[config.mk]
export PLATFORM = sky130hd
export DESIGN_NAME = corr_acc_bank_flat
export DESIGN_NICKNAME = d
export VERILOG_FILES = /design/src/rtl/corr_acc_pkg.sv /design/src/rtl/corr_acc_bank_if.sv /design/src/rtl/corr_acc_tap.sv /design/src/rtl/corr_acc_bank.sv /design/src/flat_wrapper.sv
export SDC_FILE = /design/constraint.sdc
export NUM_CORES = 1
export LEC_CHECK = 0
export ABC_AREA = 1
export CAP_MARGIN = 40
export CORE_ASPECT_RATIO = 1.5
export CORE_MARGIN = 4
export CORE_UTILIZATION = 31
export CTS_CLUSTER_SIZE = 16
export DETAILED_ROUTE_END_ITERATION = 16
export GPL_ROUTABILITY_DRIVEN = 0
export PLACE_DENSITY = 0.64
export SYNTH_ARGS = -nofsm -noshare
export SYNTH_HDL_FRONTEND = slang
export SYNTH_HIERARCHICAL = 1
export SYNTH_SLANG_ARGS = --single-unit
export TNS_END_PERCENT = 100
[constraint.sdc]
create_clock -name clk -period 2.96 [get_ports clk]
set_clock_uncertainty 0.1 [all_clocks]
set_input_delay 0.592 -clock clk [delete_from_list [all_inputs] [get_ports clk]]
set_output_delay 0.592 -clock clk [all_outputs]
set_load 0.02 [all_outputs]
[src/rtl/corr_acc_pkg.sv]
// Shared definitions for the correlator accumulator bank: saturation bounds
// and the encoding of the dump buffer state.
package corr_acc_pkg;

    typedef enum logic {
        BUF_EMPTY = 1'b0,
        BUF_FULL  = 1'b1
    } buf_state_t;

    function automatic int sat_max(input int w);
        return (1 <<< (w - 1)) - 1;
    endfunction

    function automatic int sat_min(input int w);
        return -(1 <<< (w - 1));
    endfunction

endpackage

[src/rtl/corr_acc_bank_if.sv]
// Sample, context-restore, dump-drain and status signals of one correlator channel.
// master drives samples and commands; slave is the accumulator bank.
interface corr_acc_bank_if #(
    parameter int ACC_DATA_WIDTH = 16,
    parameter int IN_WIDTH       = 6,
    parameter int NUM_CORR       = 3,
    parameter int CNT_WIDTH      = 10
);
    localparam int VW = NUM_CORR * ACC_DATA_WIDTH;

    logic                 acc_load;
    logic [VW-1:0]        i_acc_i;
    logic [VW-1:0]        q_acc_i;
    logic [CNT_WIDTH-1:0] cnt_i;
    logic                 sample_valid;
    logic [IN_WIDTH-1:0]  i_data_pos;
    logic [IN_WIDTH-1:0]  q_data_pos;
    logic [IN_WIDTH-1:0]  i_data_neg;
    logic [IN_WIDTH-1:0]  q_data_neg;
    logic [NUM_CORR-1:0]  prn_code;
    logic [CNT_WIDTH-1:0] dump_len;
    logic                 dump_ready;
    logic                 status_clear;
    logic [VW-1:0]        i_acc_o;
    logic [VW-1:0]        q_acc_o;
    logic [CNT_WIDTH-1:0] cnt_o;
    logic                 dump_valid;
    logic [VW-1:0]        i_dump_o;
    logic [VW-1:0]        q_dump_o;
    logic                 sat_flag;
    logic                 overrun_flag;

    modport master (
        output acc_load, i_acc_i, q_acc_i, cnt_i, sample_valid,
               i_data_pos, q_data_pos, i_data_neg, q_data_neg, prn_code,
               dump_len, dump_ready, status_clear,
        input  i_acc_o, q_acc_o, cnt_o, dump_valid, i_dump_o, q_dump_o,
               sat_flag, overrun_flag
    );

    modport slave (
        input  acc_load, i_acc_i, q_acc_i, cnt_i, sample_valid,
               i_data_pos, q_data_pos, i_data_neg, q_data_neg, prn_code,
               dump_len, dump_ready, status_clear,
        output i_acc_o, q_acc_o, cnt_o, dump_valid, i_dump_o, q_dump_o,
               sat_flag, overrun_flag
    );

endinterface

[src/rtl/corr_acc_tap.sv]
// One I/Q correlator tap: chip-selected sample, sign extension and saturating add.
// Purely combinational; the bank registers the result.
module corr_acc_tap
    import corr_acc_pkg::*;
#(
    parameter int ACC_DATA_WIDTH = 16,
    parameter int IN_WIDTH       = 6
) (
    input  logic [IN_WIDTH-1:0]       i_pos,
    input  logic [IN_WIDTH-1:0]       i_neg,
    input  logic [IN_WIDTH-1:0]       q_pos,
    input  logic [IN_WIDTH-1:0]       q_neg,
    input  logic                      chip,
    input  logic [ACC_DATA_WIDTH-1:0] i_acc,
    input  logic [ACC_DATA_WIDTH-1:0] q_acc,
    output logic [ACC_DATA_WIDTH-1:0] i_sum,
    output logic [ACC_DATA_WIDTH-1:0] q_sum,
    output logic                      sat
);
    localparam int W    = ACC_DATA_WIDTH;
    localparam int SMAX = sat_max(W);
    localparam int SMIN = sat_min(W);
    localparam logic [W-1:0] MAX_V = SMAX[W-1:0];
    localparam logic [W-1:0] MIN_V = SMIN[W-1:0];

    // One guard bit is enough: |sample| is far below the accumulator range.
    function automatic logic [W:0] add_ext(input logic [W-1:0] acc, input logic [IN_WIDTH-1:0] x);
        return {acc[W-1], acc} + {{(W + 1 - IN_WIDTH){x[IN_WIDTH-1]}}, x};
    endfunction

    logic [W:0] i_raw;
    logic [W:0] q_raw;
    logic       i_ovf;
    logic       q_ovf;

    assign i_raw = add_ext(i_acc, chip ? i_neg : i_pos);
    assign q_raw = add_ext(q_acc, chip ? q_neg : q_pos);
    assign i_ovf = i_raw[W] ^ i_raw[W-1];
    assign q_ovf = q_raw[W] ^ q_raw[W-1];

    assign i_sum = !i_ovf ? i_raw[W-1:0] : (i_raw[W] ? MIN_V : MAX_V);
    assign q_sum = !q_ovf ? q_raw[W-1:0] : (q_raw[W] ? MIN_V : MAX_V);
    assign sat   = i_ovf | q_ovf;

endmodule

[src/rtl/corr_acc_bank.sv]
// Multi-tap coherent accumulator for one time-multiplexed correlator channel,
// with period counter, dump buffer handshake, sticky flags and context restore.
module corr_acc_bank
    import corr_acc_pkg::*;
#(
    parameter int ACC_DATA_WIDTH = 16,
    parameter int IN_WIDTH       = 6,
    parameter int NUM_CORR       = 3,
    parameter int CNT_WIDTH      = 10
) (
    input  logic            clk,
    input  logic            rst_b,
    corr_acc_bank_if.slave  bus
);
    localparam int W = ACC_DATA_WIDTH;

    logic [W-1:0]          i_acc_reg  [NUM_CORR];
    logic [W-1:0]          q_acc_reg  [NUM_CORR];
    logic [W-1:0]          i_dump_reg [NUM_CORR];
    logic [W-1:0]          q_dump_reg [NUM_CORR];
    logic [W-1:0]          i_sum      [NUM_CORR];
    logic [W-1:0]          q_sum      [NUM_CORR];
    logic [NUM_CORR-1:0]   tap_sat;
    logic [CNT_WIDTH-1:0]  cnt_reg;
    buf_state_t            buf_reg;
    buf_state_t            buf_next;
    logic                  sat_reg;
    logic                  sat_next;
    logic                  ovr_reg;
    logic                  ovr_next;
    logic                  accumulate;
    logic                  dump_event;

    genvar gi;
    generate
        for (gi = 0; gi < NUM_CORR; gi++) begin : g_tap
            corr_acc_tap #(
                .ACC_DATA_WIDTH (ACC_DATA_WIDTH),
                .IN_WIDTH       (IN_WIDTH)
            ) u_tap (
                .i_pos (bus.i_data_pos),
                .i_neg (bus.i_data_neg),
                .q_pos (bus.q_data_pos),
                .q_neg (bus.q_data_neg),
                .chip  (bus.prn_code[gi]),
                .i_acc (i_acc_reg[gi]),
                .q_acc (q_acc_reg[gi]),
                .i_sum (i_sum[gi]),
                .q_sum (q_sum[gi]),
                .sat   (tap_sat[gi])
            );
            assign bus.i_acc_o[gi*W +: W]  = i_acc_reg[gi];
            assign bus.q_acc_o[gi*W +: W]  = q_acc_reg[gi];
            assign bus.i_dump_o[gi*W +: W] = i_dump_reg[gi];
            assign bus.q_dump_o[gi*W +: W] = q_dump_reg[gi];
        end
    endgenerate

    assign accumulate = bus.sample_valid & ~bus.acc_load;
    // ">=" also catches a counter left beyond a freshly shortened period.
    assign dump_event = accumulate && (bus.dump_len != '0) &&
                        (cnt_reg >= bus.dump_len - CNT_WIDTH'(1));

    always_comb begin
        buf_next = buf_reg;
        if (dump_event)
            buf_next = BUF_FULL;
        else if (bus.dump_ready)
            buf_next = BUF_EMPTY;
        sat_next = (accumulate & (|tap_sat)) | (sat_reg & ~bus.status_clear);
        ovr_next = (dump_event & (buf_reg == BUF_FULL) & ~bus.dump_ready) |
                   (ovr_reg & ~bus.status_clear);
    end

    always_ff @(posedge clk or negedge rst_b) begin
        if (!rst_b) begin
            for (int k = 0; k < NUM_CORR; k++) begin
                i_acc_reg[k]  <= '0;
                q_acc_reg[k]  <= '0;
                i_dump_reg[k] <= '0;
                q_dump_reg[k] <= '0;
            end
            cnt_reg <= '0;
            buf_reg <= BUF_EMPTY;
            sat_reg <= 1'b0;
            ovr_reg <= 1'b0;
        end else begin
            if (bus.acc_load) begin
                for (int k = 0; k < NUM_CORR; k++) begin
                    i_acc_reg[k] <= bus.i_acc_i[k*W +: W];
                    q_acc_reg[k] <= bus.q_acc_i[k*W +: W];
                end
                cnt_reg <= bus.cnt_i;
            end else if (accumulate) begin
                if (dump_event) begin
                    for (int k = 0; k < NUM_CORR; k++) begin
                        i_dump_reg[k] <= i_sum[k];
                        q_dump_reg[k] <= q_sum[k];
                        i_acc_reg[k]  <= '0;
                        q_acc_reg[k]  <= '0;
                    end
                    cnt_reg <= '0;
                end else begin
                    for (int k = 0; k < NUM_CORR; k++) begin
                        i_acc_reg[k] <= i_sum[k];
                        q_acc_reg[k] <= q_sum[k];
                    end
                    if (bus.dump_len != '0)
                        cnt_reg <= cnt_reg + CNT_WIDTH'(1);
                end
            end
            buf_reg <= buf_next;
            sat_reg <= sat_next;
            ovr_reg <= ovr_next;
        end
    end

    assign bus.cnt_o        = cnt_reg;
    assign bus.dump_valid   = (buf_reg == BUF_FULL);
    assign bus.sat_flag     = sat_reg;
    assign bus.overrun_flag = ovr_reg;

endmodule

[src/flat_wrapper.sv]
// flat-port wrapper written by rule: the top's interface ports become plain ports
module corr_acc_bank_flat import corr_acc_pkg::*;
#(
    parameter int ACC_DATA_WIDTH = 16,
    parameter int IN_WIDTH       = 6,
    parameter int NUM_CORR       = 3,
    parameter int CNT_WIDTH      = 10
)
  (clk, rst_b, bus_acc_load, bus_i_acc_i, bus_q_acc_i, bus_cnt_i, bus_sample_valid, bus_i_data_pos, bus_q_data_pos, bus_i_data_neg, bus_q_data_neg, bus_prn_code, bus_dump_len, bus_dump_ready, bus_status_clear, bus_i_acc_o, bus_q_acc_o, bus_cnt_o, bus_dump_valid, bus_i_dump_o, bus_q_dump_o, bus_sat_flag, bus_overrun_flag);
  corr_acc_bank_if #(.ACC_DATA_WIDTH(ACC_DATA_WIDTH), .IN_WIDTH(IN_WIDTH), .NUM_CORR(NUM_CORR), .CNT_WIDTH(CNT_WIDTH)) bus_i ();
  input  logic clk;
  input  logic rst_b;
  input wire logic [$bits(bus_i.acc_load)-1:0] bus_acc_load;
  input wire logic [$bits(bus_i.i_acc_i)-1:0] bus_i_acc_i;
  input wire logic [$bits(bus_i.q_acc_i)-1:0] bus_q_acc_i;
  input wire logic [$bits(bus_i.cnt_i)-1:0] bus_cnt_i;
  input wire logic [$bits(bus_i.sample_valid)-1:0] bus_sample_valid;
  input wire logic [$bits(bus_i.i_data_pos)-1:0] bus_i_data_pos;
  input wire logic [$bits(bus_i.q_data_pos)-1:0] bus_q_data_pos;
  input wire logic [$bits(bus_i.i_data_neg)-1:0] bus_i_data_neg;
  input wire logic [$bits(bus_i.q_data_neg)-1:0] bus_q_data_neg;
  input wire logic [$bits(bus_i.prn_code)-1:0] bus_prn_code;
  input wire logic [$bits(bus_i.dump_len)-1:0] bus_dump_len;
  input wire logic [$bits(bus_i.dump_ready)-1:0] bus_dump_ready;
  input wire logic [$bits(bus_i.status_clear)-1:0] bus_status_clear;
  output wire logic [$bits(bus_i.i_acc_o)-1:0] bus_i_acc_o;
  output wire logic [$bits(bus_i.q_acc_o)-1:0] bus_q_acc_o;
  output wire logic [$bits(bus_i.cnt_o)-1:0] bus_cnt_o;
  output wire logic [$bits(bus_i.dump_valid)-1:0] bus_dump_valid;
  output wire logic [$bits(bus_i.i_dump_o)-1:0] bus_i_dump_o;
  output wire logic [$bits(bus_i.q_dump_o)-1:0] bus_q_dump_o;
  output wire logic [$bits(bus_i.sat_flag)-1:0] bus_sat_flag;
  output wire logic [$bits(bus_i.overrun_flag)-1:0] bus_overrun_flag;
  assign bus_i.acc_load = bus_acc_load;
  assign bus_i.i_acc_i = bus_i_acc_i;
  assign bus_i.q_acc_i = bus_q_acc_i;
  assign bus_i.cnt_i = bus_cnt_i;
  assign bus_i.sample_valid = bus_sample_valid;
  assign bus_i.i_data_pos = bus_i_data_pos;
  assign bus_i.q_data_pos = bus_q_data_pos;
  assign bus_i.i_data_neg = bus_i_data_neg;
  assign bus_i.q_data_neg = bus_q_data_neg;
  assign bus_i.prn_code = bus_prn_code;
  assign bus_i.dump_len = bus_dump_len;
  assign bus_i.dump_ready = bus_dump_ready;
  assign bus_i.status_clear = bus_status_clear;
  assign bus_i_acc_o = bus_i.i_acc_o;
  assign bus_q_acc_o = bus_i.q_acc_o;
  assign bus_cnt_o = bus_i.cnt_o;
  assign bus_dump_valid = bus_i.dump_valid;
  assign bus_i_dump_o = bus_i.i_dump_o;
  assign bus_q_dump_o = bus_i.q_dump_o;
  assign bus_sat_flag = bus_i.sat_flag;
  assign bus_overrun_flag = bus_i.overrun_flag;
  corr_acc_bank #(.ACC_DATA_WIDTH(ACC_DATA_WIDTH), .IN_WIDTH(IN_WIDTH), .NUM_CORR(NUM_CORR), .CNT_WIDTH(CNT_WIDTH)) u_core (.clk(clk), .rst_b(rst_b), .bus(bus_i));
endmodule
==> results by group, run 1 <==
Outcome
  – Run status: complete, no violations

Global route
  – Vias in the first global route: between 15000 and 20000
  – GRT Total Usage: 21.4%
  – Initial antenna violation count: 3
  – First-pass GRT wire length: approximately 98000 µm
  – GR Overflow Total: 0
  – Pin count of the biggest net entering global routing: roughly 100

Yosys
  – Gate count of the mapped netlist: approximately 2400
  – Largest cells by area after synthesis: dfrtp_1 (32%), nand2_1 (22%), nand3_1 (12%)
  – Count leader, synth: nand2_1
  – Synth unique cells: 37
  – Post-synth EDFFs: 0
  – Post-Syn Area: about 0.016 mm²
  – Syn Area/Cell: 6.81 µm²
  – Area leader, netlist: dfrtp_1
  – Top cell type's share of synthesized area: approximately a third
  – Top_reg_cell synth: dfrtp_1
  – Ys Warns: 6
  – Synth cell count leaders: nand2_1 (944), nand3_1 (377), dfrtp_1 (205)
  – Flops & latches, synth: roughly 200
  – Asr flop ratio synth: between 90% and 100%
  – Register area share after synthesis: 31.7%
  – Mapped Nets: approximately 2600

Power and ir drop
  – Sequential Power Share: 23.1%
  – Sw frac: between 40% and 50%
  – Internal power: ~11 mW
  – Clock share of power: 15.2%
  – Pwr/cell area: between 800 and 900 mW/mm²
  – Switching power: between 8 and 9 mW
  – Leakage: ~12 nW
  – Worst VDD drop: approximately 520 µV
  – Combinational power share: between 60% and 70%

Timing
  – Max Freq: between 300 and 400 MHz
  – Final min period: 2.84 ns
  – Worst Setup Slack, final: roughly 0.12 ns
  – Slew @ Worst Pin: approximately 0.66 ns
  – RSZ-0062 raised after global routing: yes
  – Max_slew headroom: 55.9%
  – # setup viols final: 0
  – Tcrit/Tclk final: between 90% and 100%
  – Pins over their slew limit: 0
  – Hold Fails Final Rpt: 0

Floorplanning
  – Die Ht: 288 µm
  – # IOs: 354
  – Site Rows: between 100 and 150
  – Die Area: ~0.056 mm²
  – Initial Util: 31.3%
  – Core box area: just over 0.05 mm²
  – Die X-Extent: just under 200 µm

Setup path
  – CP max FO: 5
  – CP required: about 3.3 ns
  – CP startpoint kind: primary input
  – Worst setup EP type: flop
  – Crit path launch: bus_prn_code[1]
  – Kind of critical path: primary input to flop
  – Worst reg-to-reg setup slack: about 0.4 ns
  – RR Endpoint: u_core/bus.q_acc_o[32]
  – Crit path arrival time: around 3.2 ns
  – Reg2Reg Depth: 18
  – Crit Reg-Reg Startpoint: u_core/bus.q_acc_o[32]

Flow run
  – Max-Cap Viols: 0

Clocking
  – Root Driver: clkbuf_16
  – Inserted Clock Buffers: 24
  – CTS tree: built
  – Clock Latency Late Sink: about 0.54 ns
  – Clk pin slew, worst setup/hold paths: roughly 0.07 ns
  – Sink Count: roughly 210
  – Bufs on Longest Clock Path: 3
  – H-tree Lvls: 1

Place
  – Input/output buffers: approximately 350
  – DP Wirelength: 47500 µm
  – Placement Setup Slack: -0.832 ns
  – Placed insts: around 3600

Detailed routing
  – WL final: roughly 65000 µm
  – WL/cell: 17.9 µm
  – Via/cell ratio: approximately 5.0
  – Drt drc: 0
  – Vias post-DR: approximately 18000
  – DRT antenna net count: 0
  – TritonRoute pass-1 iters: 5
  – Initial drt markers: around 1100

Cells and area
  – Area grow syn2layout: 46.8%
  – Final nets: about 3200
  – Layout cells sized above 1: between 10% and 20%
  – Non-Filler Instances: around 3600

Hold path
  – HP Start: u_core/bus.i_dump_o[11]
  – Hold Path Class: flop to flop
  – Hold Path End: u_core/bus.i_dump_o[11]
  – Worst Hold Depth: 2
[state kept, by name, indices dropped and copies added, names as in the netlist]
register and count:
u_core/bus.cnt_o 10, u_core/bus.q_dump_o 48, u_core/bus.i_dump_o 48, u_core/bus.dump_valid 1, u_core/bus.i_acc_o 48, u_core/bus.sat_flag 1
u_core/bus.overrun_flag 1, u_core/bus.q_acc_o 48
[placed cells by master (no fill, tap or decap), types with 6 or more instances in the layout]
cell             count
ha_4                 9
a21oi_1             69
nand2_2             50
and2_1               6
xnor2_1             23
nand4_1              7
mux2_4               8
buf_12              20
dlymetal6s2s_1       8
mux2_2              25
ha_1                95
buf_4              232
clkdlybuf4s50_1    336
buf_16               6
inv_2               11
clkbuf_16           31
nand2_4              7
nor3_1              17
nand3_1            372
o21bai_1            16
xor2_1              50
dfrtp_1            205
o21ai_0             14
nand3b_1            12
clkbuf_1             9
inv_1              188
nor3_2               7
nand2_1            937
nor2_1              95
a21oi_2             23
or2_1                6
[stage by stage]
step	power (mW)	instance area, µm²	TNS, ns	utilization [%]	hold WS, ns
floorplan	11.0	16200	0	-	0.196
global placement	16.4	22200	-119.12	42.9	0.354
detailed placement	16.6	22200	-135.71	42.9	0.358
CTS	19.8	23200	0	44.9	0.374
global route	21.4	23800	-1.03	46.0	0.392
finish	20.0	23800	0	46.0	0.369
[area by class of cell]
class	instances	area, µm²
diodes	1	2.50
clock inverters	5	81.3
inverters	201	757
clock buffers	37	701
repair buffers	623	6110
well taps	676	846
fillers	5079	27900
flip-flops and latches	205	5130
multi-input cells	1884	10100
[layer usage]
layer / wire length (µm) / up-vias / GRT usage, %
met5: 34 / - / 0
met4: 2690 / 4 / 8.44
met3: 3680 / 153 / 3.09
met2: 33600 / 634 / 40.1
met1: 24900 / 8560 / 24.2
li1: - / 8785 / -
[cells by family (layout without fill, tap and decap cells)]
logic type | count (synthesis) | after routing | share of synthesized area [%]
simple gates | 1531 | 1532 | 40.6
buf+inv | 291 | 866 | 8.03
flops | 205 | 205 | 31.7
compound gates | 132 | 132 | 4.58
fa+ha+maj | 114 | 114 | 9.09
xor+xnor | 73 | 73 | 3.95
mux | 30 | 33 | 2.09
other cells | 0 | 1 | 0
[worst max-delay path, stage by stage]
cell and delay [ns]:
buf_2 0.15, bufbuf_16 0.29, buf_4 0.11, mux2_2 0.33
ha_1 0.30, or2_1 0.25, nand3_1 0.10, nand2_2 0.07
nand2_2 0.09, nand2_2 0.06, nand2_1 0.08, nand2_2 0.08
nand2_4 0.11, nand2_1 0.08, inv_2 0.08, nand2_1 0.05
o31ai_1 0.24, o21ai_1 0.09
[power by group through the flow]
stage          clock [mW]  combinational (mW)  sequential [mW]
2_1_floorplan           0                5.41             5.57
3_3_place_gp            0                11.7             4.63
3_5_place_dp            0                11.9             4.64
4_1_cts              3.13                12.1             4.63
5_1_grt              3.23                13.5             4.73
6_report             3.04                12.4             4.62
[timing repair]
item / CTS / global route
hold endpoints to repair: 36 / 0
gates resized for setup: 35 / 68
endpoints found under the setup margin: 179 / 205
pin swaps: 4 / 15
gates cloned: 5 / 7
buffers inserted: 4 / 11
hold buffers: 1 / 0
[worst max path at each step]
stage / endpoint / slack (ns) / cells past startpoint
finish: u_core/bus.sat_flag / 0.12 / 18
global route: u_core/bus.sat_flag / -0.07 / 18
CTS: u_core/bus.i_acc_o[5] / 0.002 / 16
detailed placement: u_core/bus.sat_flag / -0.83 / 16
global placement: u_core/bus.sat_flag / -0.74 / 16
floorplan: u_core/bus.sat_flag / 0.03 / 17
Power figures use the tool's default switching activity.
==> run 2: changes to the inputs <==
- CORE_UTILIZATION: 31 -> 30
- PLACE_DENSITY: 0.64 -> 0.63
==> run 2 against run 1 <==
First-iteration DRC count shrank 22%. Combinational power is essentially flat. Worst hold slack lost 0.020 ns. Global-route usage shrank 0.33 points. Final cell count grew 1.3%. Via count shrank 1.2%. Count of clock-buffer cells in the layout shrank 2. Clock power grew 9.5%. Fmax shrank 0.75%. Register-to-register slack lost 0.09 ns. Critical path depth grew 2. Utilization shrank 0.49 points. Critical path type unchanged.
==> results by group, run 2 (synthesized netlist as in run 1, its figures left out) <==
Outcome
  – Run status: complete, no violations

Clocking
  – H-tree Lvls: 1
  – Sink Count: just over 200
  – Root Driver: clkbuf_16
  – CTS tree: built
  – Bufs on Longest Clock Path: 3
  – Clock Latency Late Sink: approximately 0.54 ns
  – Inserted Clock Buffers: 24
  – Clk pin slew, worst setup/hold paths: roughly 0.06 ns

Cells and area
  – Commonest non-fill, non-tap cell in the layout: nand2_1
  – Core Util, Final: 45.5%
  – Multi-input gate area: ~0.010 mm²
  – Area grow syn2layout: 50.6%
  – Sequential cell area: 0.00513 mm²
  – Most frequent cells in the layout: nand2_1 (930), nand3_1 (374), clkdlybuf4s50_1 (338), buf_4 (251), dfrtp_1 (205)
  – Filler Cell Count: about 5400
  – Layout cells sized above 1: about 17%
  – Final nets: roughly 3200

Timing
  – Slew @ Worst Pin: approximately 0.62 ns
  – Tcrit/Tclk final: a little over nine tenths
  – Pins over their slew limit: 0
  – Max_slew headroom: approximately three fifths
  – Max Freq: approximately 350 MHz
  – RSZ-0062 raised after global routing: yes
  – WHS: between 0.3 and 0.4 ns
  – Hold Fails Final Rpt: 0
  – # setup viols final: 0
  – Final min period: about 2.9 ns

Global route
  – Initial antenna violation count: 5
  – GR Overflow Total: 0
  – Pin count of the biggest net entering global routing: 98
  – GRT Total Usage: between 20% and 30%
  – Vias in the first global route: between 15000 and 20000
  – First-pass GRT wire length: approximately 97000 µm

Detailed routing
  – DR top layer: met5
  – Met1 WL: about 25000 µm
  – Via/cell ratio: 4.87
  – TritonRoute pass-1 iters: 5
  – DRT antenna net count: 0
  – Drt drc: 0
  – WL final: about 67000 µm
  – WL/cell: roughly 18 µm
  – Met2 WL post-DR: between 30000 and 40000 µm
  – DR WL met3: between 4000 and 5000 µm
  – Initial drt markers: around 850
  – Vias post-DR: ~18000

Floorplanning
  – # IOs: approximately 350
  – Die X-Extent: approximately 200 µm
  – Core box area: 0.0536 mm²
  – Die Area: a little under 0.06 mm²
  – Die Ht: 293 µm
  – Site Rows: about 100
  – Initial Util: between 30% and 40%

Setup path
  – Kind of critical path: primary input to flop
  – Worst path depth: 20
  – Worst setup EP type: flop
  – CP required: between 3 and 4 ns
  – Most common cell on crit path: nand2_1
  – CP Cell Sequence: dlygate4sd2_1 -> buf_12 -> buf_4 -> mux2_4 -> ha_4 -> nand2_1 -> inv_1 -> nand2_1 -> nand2_1 -> a21oi_2 -> buf_4 -> nand3_1 -> nand2_2 -> nand2_4 -> buf_4 -> buf_12 -> nand2_1 -> nand2_1 -> nand3_1 -> nand3_1
  – Top delay family on crit path: buffers and inverters
  – Crit path arrival time: roughly 3.2 ns
  – CP startpoint kind: primary input
  – CP max FO: 8
  – Worst Path Buf+Inv: 7
  – Slowest cell delay on critical path: 0.39 ns
  – Reg2Reg Depth: 17
  – CP max stage cell: mux2_4

Power and ir drop
  – Worst VDD drop: ~600 µV
  – Leakage: 12.6 nW
  – Tot Pwr: approximately 21 mW
  – Pwr/cell area: between 800 and 900 mW/mm²

Place
  – Input/output buffers: around 350
  – DP Wirelength: approximately 48000 µm

Hold path
  – Worst Hold Depth: 3
  – Hold Path Class: primary input to flop

Flow run
  – Max-Cap Viols: 0
run 2: cell count changes in the layout (fill, tap and decap cells not counted), moves of 7 or more:
cell     change
nand2_2      +7
ha_1         -9
nand2_1      -7
ha_4        +12
buf_12       +7
buf_4       +19
run 2: layout make-up:
type | count | area share [%]
Multi-Input combinational cell | 1887 | 42.4
Timing Repair Buffer | 652 | 26.4
Sequential cell | 205 | 21.0
Tap cell | 689 | 3.54
Inverter | 201 | 3.10
Clock buffer | 35 | 2.92
Clock inverter | 9 | 0.652
Antenna cell | 1 | 0.0103
run 2: report_power, final:
part / total, mW / switching [mW] / internal, mW
combinational: 12.6 / 6.93 / 5.71
clock: 3.33 / 1.31 / 2.03
sequential: 4.63 / 0.866 / 3.76
run 2: per-layer routing:
layer,global-route usage [%],vias to the layer above
li1,-,8859
met1,23.1,8330
met2,38.7,584
met3,3.72,149
met4,10.2,4
met5,0,-
run 2: tightest hold or removal path, cell delays in order:
cell and delay (ns):
buf_4 0.20, nand2_1 0.08, nand3_1 0.07
run 2: per-stage QoR:
step | setup TNS [ns] | cells | area [µm²] | setup WS [ns]
2_1_floorplan | 0 | 2376 | 16200 | 0.0339
3_3_place_gp | -118.97 | 3608 | 22500 | -0.783
3_5_place_dp | -122.71 | 3608 | 22500 | -0.823
4_1_cts | -0.0867 | 3658 | 23700 | -0.0760
5_1_grt | -0.106 | 3679 | 24400 | -0.0640
6_report | 0 | 3679 | 24400 | 0.101
run 2: path summary, 6_finish.rpt:
path                                        start  slack [ns]                       to
max                               bus_prn_code[0]        0.10   u_core/bus.q_acc_o[11]
max in group asynchronous                   rst_b        1.52   u_core/bus.q_acc_o[31]
max reg2reg                u_core/bus.q_acc_o[32]        0.30      u_core/bus.sat_flag
min reg2reg                u_core/bus.i_dump_o[7]        0.37   u_core/bus.i_dump_o[7]
min in group asynchronous                   rst_b        0.49  u_core/bus.q_dump_o[45]
min                                  bus_acc_load        0.35    u_core/bus.q_acc_o[6]
run 2: timing repair:
item / in CTS / in global routing
hold endpoints to repair: 57 / 0
cloned: 3 / 17
gates resized for setup: 37 / 71
setup endpoints to repair: 143 / 204
buffers inserted: 2 / 3
hold buffers: 1 / 0
pin swaps: 4 / 12
